===== src/rtl/isqrt_pkg.sv =====
// Shared definitions for the iterative integer square root.
// State encoding and derived root/remainder widths.
package isqrt_pkg;

    localparam int DEF_WIDTH = 32;

    typedef enum logic [1:0] {
        GET_A = 2'd0,
        CALC  = 2'd1,
        PUT_Z = 2'd2
    } state_t;

    function automatic int root_w(input int w);
        return w / 2;
    endfunction

    function automatic int rem_w(input int w);
        return w / 2 + 1;
    endfunction

    localparam int ROOT_W = root_w(DEF_WIDTH);
    localparam int REM_W  = rem_w(DEF_WIDTH);

endpackage


===== src/rtl/isqrt_step.sv =====
// One restoring digit iteration of the square-root recurrence.
// Consumes two radicand bits, produces one root bit.
module isqrt_step #(
    parameter int RW = 16
) (
    input  logic [RW:0]   rem_i,
    input  logic [RW-1:0] root_i,
    input  logic [1:0]    bits_i,
    output logic [RW:0]   rem_o,
    output logic [RW-1:0] root_o
);

    localparam int TW = RW + 3;

    logic [TW-1:0] cat;
    logic [TW-1:0] sub;
    logic [TW-1:0] trial;

    assign cat   = {rem_i, bits_i};
    assign sub   = {1'b0, root_i, 2'b01};
    assign trial = cat - sub;

    // Sign bit of the trial difference selects restore vs. keep
    always_comb begin
        if (!trial[TW-1]) begin
            rem_o  = trial[RW:0];
            root_o = {root_i[RW-2:0], 1'b1};
        end else begin
            rem_o  = cat[RW:0];
            root_o = {root_i[RW-2:0], 1'b0};
        end
    end

endmodule


===== src/rtl/isqrt_seq.sv =====
// Sequential unsigned integer square root, one root bit per clock.
// stb/ack handshakes on both the radicand input and the result output.
import isqrt_pkg::*;

module isqrt_seq #(
    parameter int WIDTH = DEF_WIDTH
) (
    input  logic               clk,
    input  logic               rst,
    input  logic [WIDTH-1:0]   in_a,
    input  logic               in_a_stb,
    output logic               in_a_ack,
    output logic [WIDTH/2-1:0] out_z,
    output logic [WIDTH/2:0]   out_rem,
    output logic               out_z_stb,
    input  logic               out_z_ack
);

    localparam int RW = root_w(WIDTH);
    localparam int MW = rem_w(WIDTH);
    localparam int CW = $clog2(RW);

    state_t          state_q, state_d;
    logic            ack_q, ack_d;
    logic            stb_q, stb_d;
    logic [RW-1:0]   z_q, z_d;
    logic [MW-1:0]   zr_q, zr_d;
    logic [WIDTH-1:0] rad_q, rad_d;
    logic [RW-1:0]   root_q, root_d;
    logic [MW-1:0]   acc_q, acc_d;
    logic [CW-1:0]   cnt_q, cnt_d;

    logic [MW-1:0]   step_rem;
    logic [RW-1:0]   step_root;

    isqrt_step #(
        .RW(RW)
    ) u_step (
        .rem_i  (acc_q),
        .root_i (root_q),
        .bits_i (rad_q[WIDTH-1 -: 2]),
        .rem_o  (step_rem),
        .root_o (step_root)
    );

    always_comb begin
        state_d = state_q;
        ack_d   = ack_q;
        stb_d   = stb_q;
        z_d     = z_q;
        zr_d    = zr_q;
        rad_d   = rad_q;
        root_d  = root_q;
        acc_d   = acc_q;
        cnt_d   = cnt_q;
        unique case (state_q)
            GET_A: begin
                ack_d = 1'b1;
                if (in_a_stb && ack_q) begin
                    rad_d   = in_a;
                    root_d  = '0;
                    acc_d   = '0;
                    cnt_d   = CW'(RW - 1);
                    ack_d   = 1'b0;
                    state_d = CALC;
                end
            end
            CALC: begin
                root_d = step_root;
                acc_d  = step_rem;
                rad_d  = {rad_q[WIDTH-3:0], 2'b00};
                if (cnt_q == '0) begin
                    z_d     = step_root;
                    zr_d    = step_rem;
                    stb_d   = 1'b1;
                    state_d = PUT_Z;
                end else begin
                    cnt_d = cnt_q - 1'b1;
                end
            end
            PUT_Z: begin
                if (out_z_ack) begin
                    stb_d   = 1'b0;
                    ack_d   = 1'b1;
                    state_d = GET_A;
                end
            end
            default: state_d = GET_A;
        endcase
    end

    always_ff @(posedge clk) begin
        if (rst) begin
            state_q <= GET_A;
            ack_q   <= 1'b0;
            stb_q   <= 1'b0;
            z_q     <= '0;
            zr_q    <= '0;
            rad_q   <= '0;
            root_q  <= '0;
            acc_q   <= '0;
            cnt_q   <= '0;
        end else begin
            state_q <= state_d;
            ack_q   <= ack_d;
            stb_q   <= stb_d;
            z_q     <= z_d;
            zr_q    <= zr_d;
            rad_q   <= rad_d;
            root_q  <= root_d;
            acc_q   <= acc_d;
            cnt_q   <= cnt_d;
        end
    end

    assign in_a_ack  = ack_q;
    assign out_z_stb = stb_q;
    assign out_z     = z_q;
    assign out_rem   = zr_q;

endmodule


===== config.mk =====
export PLATFORM = sky130hd
export DESIGN_NAME = isqrt_seq
export DESIGN_NICKNAME = d
export VERILOG_FILES = /design/src/rtl/isqrt_pkg.sv /design/src/rtl/isqrt_step.sv /design/src/rtl/isqrt_seq.sv
export SDC_FILE = /design/constraint.sdc
export NUM_CORES = 1
export LEC_CHECK = 0
export ABC_AREA = 1
export CAP_MARGIN = 30
export CORE_UTILIZATION = 25
export DETAILED_ROUTE_END_ITERATION = 10
export PLACE_DENSITY = 0.47
export SLEW_MARGIN = 20
export SYNTH_ARGS = -nofsm -noshare
export SYNTH_HDL_FRONTEND = slang
export SYNTH_HIERARCHICAL = 1
export SYNTH_SLANG_ARGS = --single-unit

===== constraint.sdc =====
create_clock -name clk -period 3.1 [get_ports clk]
set_clock_uncertainty 0.05 [all_clocks]
set_input_delay 0.31 -clock clk [delete_from_list [all_inputs] [get_ports clk]]
set_output_delay 0.31 -clock clk [all_outputs]
set_load 0.01 [all_outputs]

==> summary.md, run 1 <==
| Metric | Value |
|---|---|
| Post CTS Setup Buffer Count | `0` |
| Met3 usage | `3.43%` |
| Hold Buf Count CTS | `0` |
| Final Cycle Share | `77.9%` |
| PostCTS Resize Cnt | `0` |
| Total grt overflow | `0` |
| Initial antenna violation count | `0` |
| DP Worst Slack | `0.678 ns` |
| Root Buffer Master | `clkbuf_16` |
| Cells after synthesis | `906` |
| Post-synthesis async set-or-reset flop share | `0%` |
| Simple-Gate Fraction of Synth Area | `38.1%` |
| DR WL/cell | `12.8 um` |
| GR peak layer | `met2` |
| Diodes inserted | `0` |
| Largest family of logic cells by synthesized area | `simple AND/OR/NAND/NOR gates` |
| DP Area | `0.00676 mm^2` |
| CP Max Fanout | `17` |
| Pin count of the biggest net entering global routing | `55` |
| Measured slew at the worst slew-check pin | `0.729 ns` |
| Multi-input logic area | `0.00315 mm^2` |
| Row cnt | `56` |
| Port bufs | `70` |
| Setup violators final | `0` |
| MaxCap Viol Count | `0` |
| Die footprint | `0.0245 mm^2` |
| WP data arrival | `2.61 ns` |
| Mux contribution to synthesized area | `0%` |
| Worst setup SP type | `flop` |
| Max Freq | `~410 MHz` |
| Chip height | `approximately 160 um` |
| # nets final | `approximately 1000` |
| Outcome | `completed` |
| Clock Sinks | `106` |
| Fin area | `0.00705 mm^2` |
| Setup TNS | `0 ns` |
| Global-route wire length before repair | `26.9 mm` |
| I/O Pins | `71` |
| Post-synthesis compound-gate area fraction | `9.73%` |
| Synth top area share | `35.6%` |
| Vias in the first global route | `5167` |
| Maximum buffer depth of the clock tree | `2` |
| H-tree depth | `3` |
| Mapped cell area | `0.00597 mm^2` |
| Register area share after synthesis | `35.6%` |
| Crit-path slowest cell | `dfxtp_1` |
| Share of cells above drive strength 1 | `7.64%` |
| Main synth FF type | `dfxtp_1` |
| Max-slew headroom | `51.3%` |
| GR Util met2 | `a little over a fifth` |
| CTS clock-pin slew for the worst setup and hold paths | `about 0.070 ns` |
| GR Util met1 | `19.5%` |
| Overall Global Routing Usage | `14.0%` |
| RePlAce Congestion | `0.853` |
| Antenna Nets Post-Route | `0` |
| Drt drc | `0` |
| Synth unique cells | `30` |
| FILL cells | `2654` |
| Required time worst endpoint | `3.30 ns` |
| Fin. Hold Viols | `0` |
| RSZ-0062 raised after global routing | `false` |
| Drt pass-1 iters | `5` |
| Most used cell, CP | `nand2_1` |
| Fin. max-slew vios | `0` |
| Min-Delay Path Class | `reg2reg` |
| WS Path Type | `reg2reg` |
| Starting density of the core | `25.4%` |
| Most common cell in the netlist | `nand2_1` |
| CTS Buf Count | `9` |
| CTS tree | `done` |
| Commonest cells in the netlist | `nand2_1, nor2_1, dfxtp_1` |
| Max stage delay on crit path | `just over 0.4 ns` |
| Via-to-Cell Ratio | `4.31` |
| Post-DP HPWL | `11.5 mm` |
| Cell Chain, Critical Path | `inv_1 > ha_1 > nand2_1 > inv_2 > nand2_1 > nand2_1 > nand2_1 > nand2_2 > nor2_4 > nand3_4 > nand3_1 > nand2_1 > o21ai_0 > nor2_1` |
| Ranking of synthesized cells by area | `dfxtp_1, nand2_1, nor2_1` |
| Register area | `between 0.002 and 0.0025 mm^2` |
| Leading area contributor after synthesis | `dfxtp_1` |
| Syn_nets | `960` |
| Width of the chip | `around 160 um` |
| Clock Latency Late Sink | `0.36 ns` |
| Initial DRC Count | `310` |
| Fin worst setup slack | `0.684 ns` |
| CP Capture Type | `flop` |
| Adder-cell share of the synthesized area | `3.77%` |
| Synth Area in XOR/XNOR | `about 1.2%` |
| Final wirelength | `16.2 mm` |
| Mean Syn Cell Area | `6.59 um^2` |
| #FFs+latches synth | `106` |
| Vias post-DR | `5437` |
| Core area | `0.0235 mm^2` |
| Crit path time final | `~2.4 ns` |
| Synthesis-to-layout area growth | `18.2%` |
| Yosys warns | `6` |
| Post-synth EDFFs | `0` |
kinds of logic (layout without fill, tap and decap cells):
kind of cell / Yosys count / count (layout)
AO/OA/AOI/OAI: 116 / 116
XOR/XNOR: 8 / 8
adder cells (fa/ha/maj): 18 / 18
buffers and inverters: 138 / 175
flip-flops: 106 / 106
AND/OR/NAND/NOR: 520 / 520
critical path: cells and delay by family, from the launching register on:
| family | cells | cell delay [ns] |
|---|---|---|
| buffers and inverters | 2 | 0.10 |
| AOI/OAI and AO/OA | 1 | 0.23 |
| DFF | 1 | 0.41 |
| and+or+nand+nor | 10 | 1.16 |
| adders and majority gates | 1 | 0.35 |
layer usage:
layer  vias up  part of all wire [%]
li1       2880                     -
met1      2396                    51
met2       152                    43
met3         9                   5.4
met4         0                   1.3
met5         -                     0
final cells by class:
| class | count | area share, % |
|---|---|---|
| clock inverter | 4 | 0.727 |
| tap | 319 | 5.66 |
| timing repair buffer | 80 | 11.2 |
| multi-input combinational | 662 | 44.7 |
| inverter | 80 | 4.26 |
| sequential | 106 | 30.1 |
| clock buffer | 11 | 3.44 |
through the flow:
stage	utilization, %	hold slack, ns	std cells
finish	30.1	0.411	1262
global route	30.1	0.445	1262
CTS	30.1	0.414	1262
detailed placement	28.8	0.404	1247
global placement	28.8	0.399	1247
floorplan	-	0.389	906
flip-flops by register name, summed over array words and instances (netlist names):
register	cells
out_rem	17
out_z_stb	1
cnt_q	4
out_z	16
rad_q	32
root_q	16
acc_q	17
in_a_ack	1
state_q	2
layout by cell type (no fill, tap or decap), types with 7 or more instances in the layout:
cell	count
nand2_1	294
nor2_1	143
dfxtp_1	106
inv_1	73
clkdlybuf4s50_1	70
o21ai_0	61
a21oi_1	49
nand3_1	32
nand3_2	22
ha_1	18
clkbuf_16	9
buf_4	9
inv_2	7
path summary, 6_finish.rpt:
path,startpoint,endpoint,slack (ns),depth (start not counted)
max,root_q[10],out_rem[6],0.68,14
min,rad_q[1],rad_q[1],0.41,2
max reg2reg,root_q[10],out_rem[6],0.68,14
min reg2reg,rad_q[1],rad_q[1],0.41,2
Power of run 1 is not shown: default switching activity piles up to over one toggle a cycle in this logic, so the estimate is an artifact.
==> run 2: changes to the inputs <==
==> constraint.sdc (replaced) <==
create_clock -name clk -period 2.5 [get_ports clk]
set_clock_uncertainty 0.05 [all_clocks]
set_input_delay 0.25 -clock clk [delete_from_list [all_inputs] [get_ports clk]]
set_output_delay 0.25 -clock clk [all_outputs]
set_load 0.01 [all_outputs]
==> run 2 against run 1 <==
Die area stayed put. Maximum frequency is 3.0% higher. Register-to-register slack worse by 0.53 ns. Critical path type unchanged.
==> summary.md, run 2 (synthesis results as in run 1) <==
| Metric | Value |
|---|---|
| Fin. Hold Viols | `0` |
| Via-to-Cell Ratio | `4.31` |
| Diodes inserted | `0` |
| Post-DP HPWL | `11.7 mm` |
| CTS clock-pin slew for the worst setup and hold paths | `0.07 ns` |
| Clock Latency Late Sink | `around 0.36 ns` |
| Required time worst endpoint | `about 2.7 ns` |
| Met1 WL | `8.31 mm` |
| Max Freq | `roughly 430 MHz` |
| Setup TNS | `0 ns` |
| Drt pass-1 iters | `4` |
| Port bufs | `70` |
| Worst R2R Start | `root_q[5]` |
| Routed wl met2 | `7.50 mm` |
| WP data arrival | `2.55 ns` |
| Overall Global Routing Usage | `14.1%` |
| Vias post-DR | `5505` |
| Root Buffer Master | `clkbuf_16` |
| Commonest non-fill, non-tap cell in the layout | `nand2_1` |
| Commonest non-fill, non-tap cells in the layout | `nand2_1, nor2_1, dfxtp_1, inv_1, clkdlybuf4s50_1` |
| Share of cells above drive strength 1 | `9.59%` |
| CP Max Fanout | `9` |
| Hold_sp | `root_q[15]` |
| RePlAce Congestion | `0.832` |
| Final wirelength | `around 17 mm` |
| Chip height | `156 um` |
| Starting density of the core | `between 20% and 30%` |
| Global-route wire length before repair | `27.1 mm` |
| Row cnt | `56` |
| Width of the chip | `between 150 and 200 um` |
| Highest Signal Layer | `met4` |
| Final Cycle Share | `93.8%` |
| Fin. max-slew vios | `0` |
| Number of flip-flops in the largest register | `32` |
| Core area | `0.0235 mm^2` |
| MaxCap Viol Count | `0` |
| Drt drc | `0` |
| Vias in the first global route | `roughly 5.2k` |
| Total grt overflow | `0` |
| Clock Sinks | `about 110` |
| Min-Delay Path Class | `reg2reg` |
| Maximum buffer depth of the clock tree | `2` |
| Antenna Nets Post-Route | `0` |
| CTS tree | `done` |
| Routed wl met3 | `838 um` |
| Synthesis-to-layout area growth | `21.0%` |
| I/O Pins | `71` |
| H-tree depth | `3` |
| Pin count of the biggest net entering global routing | `57` |
| CP Capture Type | `flop` |
| Worst setup startpoint | `root_q[5]` |
| # nets final | `1008` |
| Outcome | `completed` |
| Crit path time final | `2.35 ns` |
| Measured slew at the worst slew-check pin | `0.652 ns` |
| CTS Buf Count | `9` |
| Initial antenna violation count | `0` |
| Setup violators final | `0` |
| DR WL/cell | `about 13 um` |
| WS Path Type | `reg2reg` |
| Initial DRC Count | `332` |
| Max-slew headroom | `56.4%` |
| Die footprint | `0.0245 mm^2` |
| Worst setup SP type | `flop` |
| Most flops, register | `rad_q` |
-- run 2: per-layer routing --
layer | global-route usage [%] | up-vias
li1 | - | 2919
met1 | 19.2 | 2467
met2 | 22.8 | 108
met3 | 2.96 | 11
met4 | 3.22 | 0
met5 | 0 | -
-- run 2: layout make-up --
cell class / count / area [um^2]
flip-flops and latches: 106 / 2120
repair buffers: 93 / 927
clock inverters: 4 / 27.5
clock buffers: 12 / 236
well taps: 319 / 399
fillers: 2644 / 16300
inverters: 80 / 300
multi-input cells: 664 / 3210
-- run 2: through the flow --
step | utilization [%] | instances | instance area [um^2] | hold WS, ns | worst slack [ns]
after floorplan | - | 906 | 5970 | 0.338 | 0.519
after global placement | 29.0 | 1253 | 6820 | 0.402 | 0.0280
after detailed placement | 29.0 | 1253 | 6820 | 0.411 | 0.0683
after CTS | 30.2 | 1269 | 7080 | 0.421 | 0.0537
after global routing | 30.8 | 1278 | 7220 | 0.433 | -0.00105
final | 30.8 | 1278 | 7220 | 0.414 | 0.154
-- run 2: worst max-delay path: stages (launching register included) --
cell	delay, ns
dfxtp_1	0.39
inv_1	0.10
ha_1	0.34
nand2_1	0.09
nand2_1	0.08
nand2_1	0.07
nand2_1	0.08
inv_2	0.07
nand3_2	0.10
nand2_4	0.15
nand3_4	0.11
buf_12	0.17
buf_4	0.13
nand3_2	0.06
nand2_1	0.06
o21ai_0	0.16
nor2_1	0.05
-- run 2: path summary, 6_finish.rpt --
| path | end | slack (ns) | depth (start not counted) |
|---|---|---|---|
| min | root_q[15] | 0.41 | 2 |
| max reg2reg | out_rem[12] | 0.15 | 16 |
| max | out_rem[12] | 0.15 | 16 |
| min reg2reg | root_q[15] | 0.41 | 2 |
-- run 2: timing repair --
item	in CTS	in global routing
setup endpoints to repair	0	22
resized for setup	0	16
hold buffers	0	0
setup buffers	0	7
endpoints found under the hold margin	0	0
Power of run 2 is left out for the same reason.
==> run 3: changes to the inputs <==
--- a/config.mk
+++ b/config.mk
@@ -5,7 +5,6 @@
 export SDC_FILE = /design/constraint.sdc
 export NUM_CORES = 1
 export LEC_CHECK = 0
-export ABC_AREA = 1
 export CAP_MARGIN = 30
 export CORE_UTILIZATION = 25
 export DETAILED_ROUTE_END_ITERATION = 10
==> run 3 against run 2 <==
Count of clock-buffer cells in the layout decreased by 2. Register-to-register slack got worse by 0.07 ns. Wire length decreased by 7.3%. Worst setup slack got worse by 0.072 ns. Critical endpoint is now acc_q[3]. Largest cell class unchanged.
==> summary.md, run 3 <==
| Metric | Value |
|---|---|
| Outcome | `completed` |
| Final Cycle Share | `96.7%` |
| Clock Latency Late Sink | `approximately 0.36 ns` |
| Clock power frac | `11.4%` |
| Mean Syn Cell Area | `between 8 and 9 um^2` |
| Multi-input logic area | `about 0.0032 mm^2` |
| Chip height | `154 um` |
| Finished Layout Cells | `1022` |
| Core area | `0.0226 mm^2` |
| Die footprint | `0.0237 mm^2` |
| Antenna Nets Post-Route | `0` |
| Net switching power | `4.56 mW` |
| Finished Core Util | `32.4%` |
| Mapped cell area | `0.00576 mm^2` |
| Worst R2R Path Depth | `11` |
| FILL cells | `between 2k and 2.5k` |
| Share of cells above drive strength 1 | `between 20% and 30%` |
| Leading area contributor after synthesis | `dfxtp_1` |
| Via-to-Cell Ratio | `4.78` |
| Root Buffer Master | `clkbuf_16` |
| H-tree depth | `3` |
| Post-DP HPWL | `~10 mm` |
| Synth top area share | `a little under two fifths` |
| Initial DRC Count | `around 330` |
| Starting density of the core | `25.4%` |
| Initial antenna violation count | `0` |
| Reg2Reg Setup Slack | `roughly 0.082 ns` |
| Hold Path Sink | `out_z_stb` |
| Drt pass-1 iters | `5` |
| Fin. max-slew vios | `0` |
| Fin. Hold Viols | `0` |
| Vias in the first global route | `4715` |
| Yosys warns | `6` |
| Main synth FF type | `dfxtp_1` |
| Cells after synthesis | `about 670` |
| #FFs+latches synth | `106` |
| Hold Buf Count CTS | `0` |
| Register area | `0.00214 mm^2` |
| Overall Global Routing Usage | `13.3%` |
| Worst R2R Start | `root_q[12]` |
| DR WL/cell | `15.2 um` |
| Total grt overflow | `0` |
| I/O Pins | `71` |
| Combinational share of power | `69.7%` |
| Required time worst endpoint | `2.69 ns` |
| Pin count of the biggest net entering global routing | `52` |
| Simple-Gate Fraction of Synth Area | `between 10% and 20%` |
| RePlAce Congestion | `about 0.85` |
| Crit path time final | `2.42 ns` |
| CTS Buf Count | `9` |
| Max-slew headroom | `61.7%` |
| Maximum buffer depth of the clock tree | `2` |
| Row cnt | `55` |
| P_int | `7.14 mW` |
| Diodes inserted | `0` |
| WS Path Type | `reg2reg` |
| Inst Count DP | `around 1000` |
| Ranking of synthesized cells by area | `dfxtp_1, a21oi_1, o21ai_0` |
| Clock Sinks | `approximately 110` |
| Worst setup SP type | `flop` |
| CTS clock-pin slew for the worst setup and hold paths | `approximately 0.070 ns` |
| Reg2reg end | `acc_q[3]` |
| Register area share after synthesis | `36.8%` |
| Final wirelength | `15.5 mm` |
| Leak | `2.73 nW` |
| WP data arrival | `2.61 ns` |
| Adder-cell share of the synthesized area | `3.91%` |
| Worst VDD drop | `1020 uV` |
| Global-route wire length before repair | `between 20 and 30 mm` |
| Min-Delay Path Class | `in2reg` |
| Synthesis-to-layout area growth | `27.3%` |
| Post-synth EDFFs | `0` |
| Post-synthesis async set-or-reset flop share | `0%` |
| MaxCap Viol Count | `0` |
| Mux contribution to synthesized area | `8.77%` |
| Switch share | `between 30% and 40%` |
| Max Freq | `414 MHz` |
| Measured slew at the worst slew-check pin | `~0.57 ns` |
| Port bufs | `70` |
| WHS Path Cells | `2` |
| Seq pwr share | `between 10% and 20%` |
| Commonest non-fill, non-tap cells in the layout | `a21oi_1, dfxtp_1, o21ai_0, clkdlybuf4s50_1, buf_4` |
| Setup TNS | `0 ns` |
| Largest family of logic cells by synthesized area | `compound AO/OA/AOI/OAI gates` |
| Drt drc | `0` |
| Setup violators final | `0` |
| CTS tree | `done` |
| Vias post-DR | `4883` |
| CP Max Fanout | `4` |
| Most common cell in the netlist | `a21oi_1` |
| Synth Area in XOR/XNOR | `2.61%` |
| Most flops, register | `rad_q` |
| Post-synthesis compound-gate area fraction | `approximately a quarter` |
| Width of the chip | `154 um` |
| # nets final | `just under 800` |
| Worst-case hold slack | `around 0.24 ns` |
| Number of flip-flops in the largest register | `32` |
| Synth unique cells | `59` |
| Commonest non-fill, non-tap cell in the layout | `a21oi_1` |
| Syn_nets | `719` |
| Hold_sp | `rst` |
| Power Dens Cells | `1590 mW/mm^2` |
| Commonest cells in the netlist | `a21oi_1, dfxtp_1, o21ai_0` |
| CP Capture Type | `flop` |
run 3: cell types whose count changed in the layout (fill, tap and decap cells not counted), sizes merged, moves of 33 or more:
cell / before / now
a21oi: 49 / 118
a311oi: 0 / 33
buf: 23 / 63
inv: 81 / 28
nand2: 304 / 47
nor2: 148 / 10
run 3: cells by family (layout without fill, tap and decap cells):
| kind of cell | after synthesis | count (layout) |
|---|---|---|
| AND/OR/NAND/NOR | 119 | 119 |
| flip-flops | 106 | 106 |
| multiplexers | 46 | 46 |
| adder cells (fa/ha/maj) | 18 | 18 |
| XOR/XNOR | 15 | 15 |
| buffers and inverters | 104 | 176 |
| AO/OA/AOI/OAI | 257 | 257 |
run 3: stage by stage:
stage | worst slack, ns | power, mW | cell area, um^2
2_1_floorplan | 0.0704 | 7.52 | 5760
3_3_place_gp | 0.0163 | 9.49 | 6750
3_5_place_dp | -0.00796 | 9.44 | 6750
4_1_cts | 0.00132 | 10.9 | 7030
5_1_grt | -0.0516 | 12.6 | 7340
6_report | 0.0823 | 11.7 | 7340
run 3: worst max path at each step:
stage | from | to | slack (ns) | cells after the start
finish | root_q[12] | acc_q[3] | 0.08 | 11
floorplan | root_q[9] | out_rem[10] | 0.07 | 12
global route | root_q[12] | out_rem[1] | -0.05 | 11
CTS | root_q[3] | acc_q[9] | 0.001 | 10
global placement | root_q[11] | out_rem[2] | 0.02 | 11
detailed placement | root_q[11] | acc_q[5] | -0.008 | 11
run 3: power groups by stage:
stage | Combinational (mW) | Sequential (mW) | Clock (mW)
after floorplan | 5.33 | 2.19 | 0
after global placement | 7.27 | 2.22 | 0
after detailed placement | 7.22 | 2.21 | 0
after CTS | 7.32 | 2.18 | 1.39
after global routing | 8.85 | 2.25 | 1.46
final | 8.15 | 2.20 | 1.34
run 3: metal layers:
layer  track usage, %  vias up  part of all wire, %
met1             19.8     2280                   53
met2             18.7       65                   42
met4             4.43        0                  1.5
met3             2.54       14                  3.4
li1                 -     2524                    -
met5                0        -                    0
run 3: critical path: stages, from the launching register on:
cell	delay [ns]
dfxtp_1	0.34
inv_1	0.08
ha_4	0.30
nand2_4	0.07
nor3_4	0.22
o2111ai_2	0.15
nand3_2	0.14
xor2_4	0.29
clkbuf_16	0.21
mux2_2	0.34
nand2_1	0.07
a21oi_1	0.06
run 3: final cells by class:
class / instances / share of cell area [%]
Multi-Input combinational cell: 455 / 43.9
Inverter: 27 / 1.38
Clock inverter: 6 / 0.563
Timing Repair Buffer: 133 / 17.1
Clock buffer: 10 / 3.12
Sequential cell: 106 / 29.1
Tap cell: 285 / 4.86
run 3: what timing repair did:
action	in CTS	in global routing
buffers inserted	0	7
resized for setup	4	48
pin swaps	3	11
endpoints found under the setup margin	17	32
gates cloned	0	1
Power figures use the tool's default switching activity.
